`config.mk`:
```
export PLATFORM = sky130hd
export DESIGN_NAME = frog_collision
export DESIGN_NICKNAME = d
export VERILOG_FILES = /design/src/rtl/frog_game_pkg.sv /design/src/rtl/frog_collision_box_overlap.sv /design/src/rtl/frog_collision.sv
export SDC_FILE = /design/constraint.sdc
export NUM_CORES = 1
export LEC_CHECK = 0
export ABC_AREA = 1
export CORE_MARGIN = 2
export CORE_UTILIZATION = 40
export CTS_CLUSTER_SIZE = 40
export DETAILED_ROUTE_END_ITERATION = 8
export HOLD_SLACK_MARGIN = 0.02
export PLACE_DENSITY = 0.77
export SLEW_MARGIN = 25
export SYNTH_ARGS = -nofsm -noshare
export SYNTH_HDL_FRONTEND = slang
export SYNTH_SLANG_ARGS = --single-unit
```
`constraint.sdc`:
```
create_clock -name i_clk -period 3.4 [get_ports i_clk]
set_input_delay 0.68 -clock i_clk [delete_from_list [all_inputs] [get_ports i_clk]]
set_output_delay 0.68 -clock i_clk [all_outputs]
set_load 0.03 [all_outputs]
```
`src/rtl/frog_game_pkg.sv`:
```
// Shared types and widths for the frog game-rule blocks: box geometry,
// game state encoding and HUD counter widths.
package frog_game_pkg;

    localparam int COORD_W = 12;
    localparam int LIVES_W = 3;
    localparam int SCORE_W = 8;

    typedef struct packed {
        logic [COORD_W-1:0] x1;
        logic [COORD_W-1:0] x2;
        logic [COORD_W-1:0] y1;
        logic [COORD_W-1:0] y2;
    } box_t;

    typedef enum logic [1:0] {
        PLAY      = 2'd0,
        DYING     = 2'd1,
        RESPAWN   = 2'd2,
        GAME_OVER = 2'd3
    } state_t;

    function automatic logic [SCORE_W-1:0] score_inc(input logic [SCORE_W-1:0] v);
        return (&v) ? v : v + 1'b1;
    endfunction

endpackage

```
`src/rtl/frog_collision_box_overlap.sv`:
```
// Combinational box-vs-box overlap test; edges that merely touch do not count.
module box_overlap
    import frog_game_pkg::*;
(
    input  box_t a,
    input  box_t b,
    output logic hit
);

    assign hit = (a.x1 < b.x2) && (a.x2 > b.x1) &&
                 (a.y1 < b.y2) && (a.y2 > b.y1);

endmodule

```
`src/rtl/frog_collision.sv`:
```
// Frog game rules: per-frame collision, goal detection, lives/score/game-over.
// Optional per-life timeout is built when FROG_COLL_TIMEOUT_EN is defined.
module frog_collision
    import frog_game_pkg::*;
#(
    parameter int LIVES        = 3,
    parameter int DEATH_FRAMES = 30,
    parameter int GOAL_Y       = 20,
    parameter int TIME_FRAMES  = 1800
) (
    input  logic               i_clk,
    input  logic               i_rst_n,
    input  logic               i_ani_stb,
    input  logic               i_animate,
    input  logic               i_restart,
    input  logic [COORD_W-1:0] i_frog_x1,
    input  logic [COORD_W-1:0] i_frog_x2,
    input  logic [COORD_W-1:0] i_frog_y1,
    input  logic [COORD_W-1:0] i_frog_y2,
    input  logic               i_obs_valid,
    input  logic               i_obs_last,
    input  logic [COORD_W-1:0] i_obs_x1,
    input  logic [COORD_W-1:0] i_obs_x2,
    input  logic [COORD_W-1:0] i_obs_y1,
    input  logic [COORD_W-1:0] i_obs_y2,
    output logic               o_dead,
    output logic               o_goal,
    output logic [LIVES_W-1:0] o_lives,
    output logic [SCORE_W-1:0] o_score,
    output logic               o_game_over
);

    localparam int DCNT_W = (DEATH_FRAMES > 1) ? $clog2(DEATH_FRAMES) : 1;
    localparam logic [DCNT_W-1:0]  DEATH_LAST = DCNT_W'(DEATH_FRAMES - 1);
    localparam logic [COORD_W-1:0] GOAL_Y_C   = COORD_W'(GOAL_Y);
    localparam logic [LIVES_W-1:0] LIVES_C    = LIVES_W'(LIVES);

    box_t   frog_box;
    box_t   obs_box;
    logic   obs_hit;
    logic   frame_tick;
    logic   in_play;
    logic   frame_hit;
    logic   timeout;

    state_t             state_reg;
    logic               hit_reg;
    logic               last_reg;
    logic               hit_acc_reg;
    logic [DCNT_W-1:0]  death_cnt_reg;
    logic               dead_reg;
    logic               goal_reg;
    logic               game_over_reg;
    logic [LIVES_W-1:0] lives_reg;
    logic [SCORE_W-1:0] score_reg;

    assign frog_box   = {i_frog_x1, i_frog_x2, i_frog_y1, i_frog_y2};
    assign obs_box    = {i_obs_x1, i_obs_x2, i_obs_y1, i_obs_y2};
    assign frame_tick = i_ani_stb && i_animate;
    assign in_play    = (state_reg == PLAY);

    box_overlap u_overlap (
        .a   (frog_box),
        .b   (obs_box),
        .hit (obs_hit)
    );

    // The frame verdict includes the result arriving alongside the last flag.
    assign frame_hit = last_reg && (hit_acc_reg || hit_reg);

    always_ff @(posedge i_clk or negedge i_rst_n) begin
        if (!i_rst_n) begin
            hit_reg     <= 1'b0;
            last_reg    <= 1'b0;
            hit_acc_reg <= 1'b0;
        end else begin
            hit_reg  <= in_play && i_obs_valid && obs_hit;
            last_reg <= in_play && i_obs_valid && i_obs_last;
            if (!in_play || last_reg) begin
                hit_acc_reg <= 1'b0;
            end else if (hit_reg) begin
                hit_acc_reg <= 1'b1;
            end
        end
    end

`ifdef FROG_COLL_TIMEOUT_EN
    localparam logic [COORD_W-1:0] TIME_LAST = COORD_W'(TIME_FRAMES - 1);
    logic [COORD_W-1:0] time_cnt_reg;

    // Held at zero outside PLAY so every life starts with a full budget.
    always_ff @(posedge i_clk or negedge i_rst_n) begin
        if (!i_rst_n) begin
            time_cnt_reg <= '0;
        end else if (!in_play) begin
            time_cnt_reg <= '0;
        end else if (frame_tick) begin
            time_cnt_reg <= time_cnt_reg + 1'b1;
        end
    end

    assign timeout = in_play && frame_tick && (time_cnt_reg == TIME_LAST);
`else
    localparam int time_frames_unused = TIME_FRAMES;
    assign timeout = 1'b0;
`endif

    always_ff @(posedge i_clk or negedge i_rst_n) begin
        if (!i_rst_n) begin
            state_reg     <= PLAY;
            death_cnt_reg <= '0;
            dead_reg      <= 1'b0;
            goal_reg      <= 1'b0;
            game_over_reg <= 1'b0;
            lives_reg     <= LIVES_C;
            score_reg     <= '0;
        end else begin
            goal_reg <= 1'b0;
            case (state_reg)
                PLAY: begin
                    // Collision and timeout both outrank a goal on the same edge.
                    if (frame_hit || timeout) begin
                        state_reg     <= DYING;
                        dead_reg      <= 1'b1;
                        lives_reg     <= lives_reg - 1'b1;
                        death_cnt_reg <= '0;
                    end else if (frame_tick && (i_frog_y1 <= GOAL_Y_C)) begin
                        state_reg <= RESPAWN;
                        dead_reg  <= 1'b1;
                        goal_reg  <= 1'b1;
                        score_reg <= score_inc(score_reg);
                    end
                end
                DYING: begin
                    if (frame_tick) begin
                        if (death_cnt_reg == DEATH_LAST) begin
                            death_cnt_reg <= '0;
                            if (lives_reg == '0) begin
                                state_reg     <= GAME_OVER;
                                game_over_reg <= 1'b1;
                            end else begin
                                state_reg <= PLAY;
                                dead_reg  <= 1'b0;
                            end
                        end else begin
                            death_cnt_reg <= death_cnt_reg + 1'b1;
                        end
                    end
                end
                RESPAWN: begin
                    if (frame_tick) begin
                        state_reg <= PLAY;
                        dead_reg  <= 1'b0;
                    end
                end
                GAME_OVER: begin
                    if (i_restart) begin
                        state_reg     <= PLAY;
                        dead_reg      <= 1'b0;
                        game_over_reg <= 1'b0;
                        lives_reg     <= LIVES_C;
                        score_reg     <= '0;
                    end
                end
                default: state_reg <= PLAY;
            endcase
        end
    end

    assign o_dead      = dead_reg;
    assign o_goal      = goal_reg;
    assign o_lives     = lives_reg;
    assign o_score     = score_reg;
    assign o_game_over = game_over_reg;

endmodule

```
# [Word level (Yosys, flattened, before mapping)]
# Index checks and enable logic that the tools add are counted.
[totals] wordCells=95 out_inout_bits=14 inputBits=103 regBits=24
[op_classes] n_reduce_logical=25 addsub=3 n_eq_ne=15 muxes=37 n_lt_le_gt_ge=5
[op_table] cell="$mux 8" n=4
[op_table] cell="$gt 12x12->1" n=2
[op_table] cell="$lt 12x12->1" n=2
[op_table] cell="$ne 2x2->1 const B" n=8
[op_table] cell="$pmux 8 s2" n=1
[op_table] cell="$mux 1" n=15
[op_table] cell="$mux 5" n=3
[op_table] cell="$reduce_and 5->1" n=3
[op_table] cell="$mux 2" n=7
[op_table] cell="$le 12x5->1 const B" n=1
[op_table] cell="$pmux 5 s2" n=1
[op_table] cell="$logic_and 1x1->1" n=9
[op_table] cell="$add 8x1->8 const B" n=1
[op_table] cell="$pmux 2 s4" n=1
[op_table] cell="$reduce_and 8->1" n=1
[op_table] cell="$reduce_bool 2->1" n=4
[op_table] cell="$mux 3" n=2
[op_table] cell="$pmux 3 s2" n=1
[op_table] cell="$reduce_and 3->1" n=2
[op_table] cell="$reduce_and 6->1" n=1
[op_table] cell="$add 5x1->5 const B" n=1
[op_table] cell="$eq 5x5->1 const B" n=1
[op_table] cell="$eq 2x2->1 const B" n=2
[op_table] cell="$ne 2x1->1 const B" n=2
[op_table] cell="other kinds (9)" n=10

# [Depth between registers and ports, before layout]
# Gate-level depths: netlist of run 1.
[logic_depth] ltp_word=5 mapped_depth=11 ltp_nobuf=11

# [Hierarchy]
# Synthesis of run 1 repeated with hierarchy kept, for this count alone.
[hier_totals] cells_unflattened=381 hier_area_um2=2672.6
[by_module_without_submodules] mod="frog_collision" instances=1 seq_area_each_um2=603.1 cells_each=169 area_each_um2=1397.6
[by_module_without_submodules] mod="box_overlap" instances=1 seq_area_each_um2=0.0 cells_each=212 area_each_um2=1275.0

# [Worst setup path after synthesis of run 1]
# OpenSTA, ideal clock, no wires.
[synth_timing] path_type="in2reg" from="input port i_obs_x1[11]" to="register hit_reg" path_stages=9 t_required_ps=3329 setup_ps=71 t_arrival_ps=1546 path_buffers=0 path_slack_ps=1782 path_cell_list="inv_1 > ha_1 > nand2_1 > nor2_1 > and2_1 > nand2_1 > nand3_1 > nand3_1 > nor2_1"
[synth_via] elab_chain_cells=5
[synth_rtl] item="from (decl)" line="frog_collision.sv:22" text="input logic [COORD_W-1:0] i_obs_x1,"
[synth_rtl] item="$gt 12x12->1" line="frog_collision_box_overlap.sv:10" text="assign hit = (a.x1 < b.x2) && (a.x2 > b.x1) &&"
[synth_rtl] item="$logic_and 1x1->1 (2 in a row)" line="frog_collision_box_overlap.sv:10"
[synth_rtl] item="$logic_and 1x1->1" line="frog_collision_box_overlap.sv:11" text="(a.y1 < b.y2) && (a.y2 > b.y1);"
[synth_rtl] item="$logic_and 1x1->1" line="frog_collision.sv:77" text="hit_reg <= in_play && i_obs_valid && obs_hit;"
[synth_rtl] item="to (signal assigned)" line="frog_collision.sv:77"
[synth_rtl] item="to (decl)" line="frog_collision.sv:47" text="logic hit_reg;"
# No other way between the ends.
# A chain may end at the register's enable or synchronous reset.

# [Worst setup path in the final report of run 1]
[layout_timing] from="register score_reg[0] (netlist: o_score[0])" to="output port o_score[0]"
[layout_lines] item="from (decl)" line="frog_collision.sv:55" text="logic [SCORE_W-1:0] score_reg;"
[layout_lines] item="from (signal assigned)" line="frog_collision.sv:131" text="score_reg <= score_inc(score_reg);"
[layout_lines] item="to (decl)" line="frog_collision.sv:29" text="output logic [SCORE_W-1:0] o_score,"
# No word-level cell between the ends.

==> results of run 1 <==
[layer usage]
| layer | vias to the layer above | wire, µm | GRT usage (%) |
|---|---|---|---|
| li1 | 1505 | - | - |
| met1 | 1275 | 2623 | 19.45 |
| met2 | 86 | 3556 | 39.06 |
| met3 | 5 | 466 | 3.561 |
| met4 | 0 | 51 | 3.896 |
| met5 | - | 0 | 0 |
[final timing paths]
kind	startpoint	to	slack, ns	depth (start not counted)
max in group asynchronous	i_rst_n	o_lives[0]$_DFFE_PN1P_	2.35	2
min reg2reg	last_reg$_DFF_PN0_	hit_acc_reg$_DFFE_PN0P_	0.43	1
max	o_score[0]$_DFFE_PN0P_	o_score[0]	1.24	1
max reg2reg	o_score[0]$_DFFE_PN0P_	o_score[6]$_DFFE_PN0P_	1.78	11
min	last_reg$_DFF_PN0_	hit_acc_reg$_DFFE_PN0P_	0.43	1
min in group asynchronous	i_rst_n	death_cnt_reg[1]$_DFFE_PN0P_	0.77	2
[placed cells by master (no fill, tap or decap), drive strengths merged]
master / instances
a21oi: 17
ha: 51
clkdlybuf4s50: 116
a31oi: 1
nor3b: 1
dfstp: 2
o21ai: 8
xor2: 3
nor2: 45
o22ai: 2
inv: 90
nand3b: 1
o21bai: 3
buf: 1
dfrtp: 22
clkbuf: 4
a21o: 2
nand4: 3
and2: 2
nor3: 4
nand2: 119
nand3: 29
[kinds of logic after synthesis]
group / Yosys count / synth area share (%)
AND/OR/NAND/NOR: 204 / 32.60
buffers and inverters: 91 / 13.09
adder cells (fa/ha/maj): 51 / 23.92
AO/OA/AOI/OAI: 33 / 6.801
flip-flops: 24 / 22.61
XOR/XNOR: 3 / 0.9852
[final cells by class]
| class | count | area, µm² |
|---|---|---|
| clock buffers | 4 | 45.04 |
| well taps | 77 | 96.34 |
| flip-flops and latches | 24 | 603.1 |
| multi-input cells | 291 | 1715 |
| fillers | 612 | 2420 |
| repair buffers | 117 | 1169 |
| inverters | 90 | 337.8 |
[where the power goes]
part | internal [mW] | switching [mW]
clock network | 0.0838 | 0.0921
logic | 0.247 | 0.238
registers | 0.326 | 0.0312
total | 0.657 | 0.361
[Yosys cell counts]
cell,n
sky130_fd_sc_hd__nor2_4,1
sky130_fd_sc_hd__dfrtp_1,22
sky130_fd_sc_hd__o21ai_1,3
sky130_fd_sc_hd__nand3_1,29
sky130_fd_sc_hd__xor2_1,3
sky130_fd_sc_hd__dfstp_2,2
sky130_fd_sc_hd__nand4_4,1
sky130_fd_sc_hd__o22ai_1,2
sky130_fd_sc_hd__nor3b_1,1
sky130_fd_sc_hd__ha_1,51
sky130_fd_sc_hd__nor2_1,40
sky130_fd_sc_hd__a31oi_1,1
sky130_fd_sc_hd__nand2_1,117
sky130_fd_sc_hd__a21oi_1,17
sky130_fd_sc_hd__buf_6,1
sky130_fd_sc_hd__nand4_1,2
sky130_fd_sc_hd__inv_2,3
sky130_fd_sc_hd__a21o_1,2
sky130_fd_sc_hd__nand2_2,1
sky130_fd_sc_hd__nand3b_1,1
sky130_fd_sc_hd__o21ai_0,5
sky130_fd_sc_hd__o21bai_1,3
sky130_fd_sc_hd__nor3_1,4
sky130_fd_sc_hd__nor2_2,4
sky130_fd_sc_hd__inv_1,87
sky130_fd_sc_hd__and2_1,2
sky130_fd_sc_hd__nand2_4,1
[stage by stage]
stage	area, µm²	setup slack, ns
2_1_floorplan	2668	1.782
3_3_place_gp	3921	1.226
3_5_place_dp	3921	1.149
4_1_cts	3966	1.240
5_1_grt	3966	1.173
6_report	3966	1.241
==> impl_metrics.json, run 1 <==
{
  "ir_drop_worst_case_vdd_mv": 0.2503,
  "maxCapViolations": 0,
  "critPathRequiredTime_ns": 2.72,
  "synth.yosys.seq_area_share_pct": 22.61,
  "final_hpwl_dp_mm": 5.880,
  "placed_cells_incl_taps": 599,
  "cts_buffer_depth": 2,
  "worstSetupPathType": "flip-flop to output pin",
  "wl_per_cell_um": 11.11,
  "via_per_inst": 4.761,
  "die-area_um2": 7338,
  "grt_start_max_net_pins": 25,
  "run_status": "complete, no violations",
  "ys_ff_latch": 24,
  "critPathMaxStageDelay_ns": 0.73,
  "top_cell_type_s_share_of_synthesized_area_pct": 23.92,
  "die_width_um": 85.67,
  "cts_sinks": 24,
  "totalNegativeSetupSlack_ns": 0,
  "final.period_utilization_pct": 63.49,
  "crit_fanout": 7,
  "power.total_mw": 1.018,
  "powerDensity_nw_per_um2": 256.8,
  "h-tree-depth": 1,
  "io_pins": 117,
  "synth_warnings": 0,
  "final-hold-violation-count": 0,
  "first_pass_grt_wire_length_mm": 11.56,
  "via_count": 2871,
  "synth.avg_cell_area_um2": 6.570,
  "worst_setup_path_start_kind": "flip-flop",
  "insertedDiodeCount": 0,
  "largest_register_ffs": 8,
  "ant_nets": 0,
  "postCtsHoldBufs": 0,
  "drt_first_iter_violations": 87,
  "clkLatencyLatePin_ns": 0.27,
  "timing.final.max_slew_violations": 0,
  "effective_utilization_at_floorplan_pct": 41.77,
  "finish.cell_count_without_fillers": 603,
  "post_synthesis_net_count": 560,
  "grt_setup_unrepaired": "no",
  "worst_setup_hold_path_clk_slew_ns": 0.08,
  "netlist_top_cells_area": "sky130_fd_sc_hd__ha_1 (24%), sky130_fd_sc_hd__dfrtp_1 (21%), sky130_fd_sc_hd__nand2_1 (16%)",
  "post_cts_buffers": 0,
  "cts_resized": 0,
  "grt_overflow": 0,
  "die_h_um": 85.67,
  "total_drc_errors_in_the_routed_layout": 0,
  "timing.final.setup_violations": 0,
  "grt_antenna_before_repair": 0,
  "final_nets": 681,
  "clock_tree_from_tritoncts": "done",
  "post_synth_inst_count": 406,
  "crit_path_cell_trace": "clkdlybuf4s50_1",
  "fin_hold_ws_ns": 0.4340,
  "final_layout_size_suffix_gt1_share_pct": 3.232,
  "cpLargestDelayFamily": "buffers and inverters",
  "tightestPinTransition_ns": 0.3820,
  "cts_inserted_buffers": 3,
  "placement_rows": 29,
  "drtPass1Iterations": 4,
  "routability_congestion_estimate": 0.8249,
  "cellLeakagePower_nw": 2.188,
  "setup.worst_path.end_class": "output pin",
  "grt.total_usage_pct": 18.96,
  "area_growth_pct": 48.69,
  "grt_pass1_vias": 2914,
  "layout.core_utilization_pct": 62.11,
  "finalCriticalPeriod_ns": 2.159,
  "crit_slowest_cell": "sky130_fd_sc_hd__clkdlybuf4s50_1",
  "synth_top_cell_by_area": "sky130_fd_sc_hd__ha_1",
  "ys_types": 27,
  "core_area_um2": 6386,
  "io_buffer_count": 116,
  "max_freq_ghz": 0.4633,
  "holdCritPathClass": "flip-flop to flip-flop",
  "cp.arrival_ns": 1.48,
  "ctsRootBufferMaster": "sky130_fd_sc_hd__clkbuf_8",
  "skew_ns": 0.001503,
  "cp.buffers_inverters": 1,
  "syn_area_um2": 2668,
  "timing.max_slew.rel_slack_pct": 74.50,
  "routed_wirelength_mm": 6.697
}
Power figures use the tool's default switching activity.
==> inputs of run 2 (changes only) <==
CORE_UTILIZATION = 39   (was 40)
PLACE_DENSITY = 0.78   (was 0.77)
clock period = 1.9 ns   (was 3.4 ns; I/O delays follow)
==> impl_metrics.json, run 2 (synthesis gave the netlist of run 1 again) <==
{
  "placement_rows": 30,
  "effective_utilization_at_floorplan_pct": 39.70,
  "max_freq_ghz": 0.5417,
  "layout.filler_cells": 653,
  "crit_path_cell_trace": "clkdlybuf4s50_1",
  "crit_fanout": 2,
  "area_of_all_sequential_standard_cells_um2": 603.1,
  "holdCritPathClass": "flip-flop to flip-flop",
  "tightestPinTransition_ns": 0.3767,
  "multi_input_area_um2": 1715,
  "grt_pass1_vias": 2814,
  "worst_r2r_startpoint": "o_score[0]$_DFFE_PN0P_",
  "cts_buffer_depth": 2,
  "grt_start_max_net_pins": 25,
  "io_buffer_count": 116,
  "powerDensity_nw_per_um2": 466.3,
  "routed_wirelength_mm": 6.519,
  "cellLeakagePower_nw": 2.213,
  "final.period_utilization_pct": 97.16,
  "wl_per_cell_um": 10.76,
  "final_nets": 681,
  "timing.final.max_slew_violations": 0,
  "largest_register_ffs": 8,
  "final_layout_size_suffix_gt1_share_pct": 3.422,
  "most-common-layout-cells": "sky130_fd_sc_hd__nand2_1 (117), sky130_fd_sc_hd__clkdlybuf4s50_1 (114), sky130_fd_sc_hd__inv_1 (87)",
  "run_status": "complete, no violations",
  "ant_nets": 0,
  "finish.cell_count_without_fillers": 606,
  "layout_commonest_cell": "sky130_fd_sc_hd__nand2_1",
  "crit_slowest_cell": "sky130_fd_sc_hd__clkdlybuf4s50_1",
  "ir_drop_worst_case_vdd_mv": 0.2496,
  "worst_setup_hold_path_clk_slew_ns": 0.09,
  "h-tree-depth": 1,
  "timing.final.setup_violations": 0,
  "grt_overflow": 0,
  "final-hold-violation-count": 0,
  "placed_cells_incl_taps": 602,
  "total_drc_errors_in_the_routed_layout": 0,
  "worstHoldStart": "last_reg$_DFF_PN0_",
  "cp.arrival_ns": 1.47,
  "postCtsHoldBufs": 0,
  "maxCapViolations": 0,
  "drtPass1Iterations": 4,
  "grt_antenna_before_repair": 0,
  "via_count": 2796,
  "routability_congestion_estimate": 0.7788,
  "finalCriticalPeriod_ns": 1.846,
  "timing.max_slew.rel_slack_pct": 74.86,
  "cts_sinks": 24,
  "worst_setup_path_start_kind": "flip-flop",
  "skew_ns": 0.004491,
  "via_per_inst": 4.614,
  "die_width_um": 86.71,
  "post_cts_buffers": 0,
  "cts_inserted_buffers": 3,
  "area_growth_pct": 49.39,
  "io_pins": 117,
  "final_hpwl_dp_mm": 5.794,
  "grt_setup_unrepaired": "no",
  "critPathMaxStageDelay_ns": 0.66,
  "cp-startpoint": "o_lives[0]$_DFFE_PN1P_",
  "clock_tree_from_tritoncts": "done",
  "critPathRequiredTime_ns": 1.52,
  "insertedDiodeCount": 0,
  "clkLatencyLatePin_ns": 0.27,
  "fin_hold_ws_ns": 0.4584,
  "core_area_um2": 6719,
  "cp.buffers_inverters": 1,
  "setup.worst_path.end_class": "output pin",
  "die-area_um2": 7518,
  "cpLargestDelayFamily": "buffers and inverters",
  "die_h_um": 86.71,
  "ctsRootBufferMaster": "sky130_fd_sc_hd__clkbuf_8",
  "first_pass_grt_wire_length_mm": 11.14,
  "grt.total_usage_pct": 18.03,
  "worstSetupPathType": "flip-flop to output pin",
  "drt_first_iter_violations": 72
}
## run 2: cell types whose count changed in the layout (fill, tap and decap cells not counted)
cell                              delta
sky130_fd_sc_hd__clkbuf_8            +1
sky130_fd_sc_hd__clkbuf_1            -1
sky130_fd_sc_hd__clkdlybuf4s50_1     -2
sky130_fd_sc_hd__dlymetal6s2s_1      +2
## run 2: final timing paths
path,to,slack (ns),cells after the start
max,o_lives[0],0.05,1
max reg2reg,o_score[3]$_DFFE_PN0P_,0.38,8
min,hit_acc_reg$_DFFE_PN0P_,0.46,1
min reg2reg,hit_acc_reg$_DFFE_PN0P_,0.46,1
max in group asynchronous,o_lives[0]$_DFFE_PN1P_,1.14,2
min in group asynchronous,last_reg$_DFF_PN0_,0.47,2
## run 2: layer usage
metal | share of wire [%] | vias to the layer above | global-route usage [%] | wire length [µm]
met4 | 1.5 | 0 | 4.261 | 95
met3 | 5.5 | 9 | 3.524 | 359
met5 | 0 | - | 0 | 0
met2 | 51 | 74 | 35.24 | 3355
met1 | 42 | 1208 | 19.72 | 2709
li1 | - | 1505 | - | -
## run 2: what timing repair did
action,in CTS,in global routing
endpoints found under the hold margin,0,0
resized for setup,0,2
endpoints found under the setup margin,0,2
## run 2: per-stage QoR
| stage | power [mW] | setup WS [ns] | cell area (µm²) | setup TNS (ns) | utilization (%) |
|---|---|---|---|---|---|
| global placement | 1.493 | 0.01772 | 3925 | 0 | 58.42 |
| detailed placement | 1.526 | -0.02496 | 3925 | -0.02496 | 58.42 |
| CTS | 1.876 | 0.03652 | 3980 | 0 | 59.24 |
| global route | 2.003 | 0.01759 | 3985 | 0 | 59.31 |
| floorplan | 1.115 | 0.3497 | 2668 | 0 | - |
| finish | 1.858 | 0.05397 | 3985 | 0 | 59.31 |
## run 2: power by group
| part | internal [mW] | switching (mW) |
|---|---|---|
| clock | 0.185 | 0.168 |
| sequential | 0.583 | 0.0541 |
| combinational | 0.440 | 0.428 |
## run 2: final cells by class
type / instances / area share [%]
multi-input cells: 291 / 43.05
repair buffers: 117 / 29.45
flip-flops and latches: 24 / 15.13
inverters: 90 / 8.477
well taps: 80 / 2.512
clock buffers: 4 / 1.381
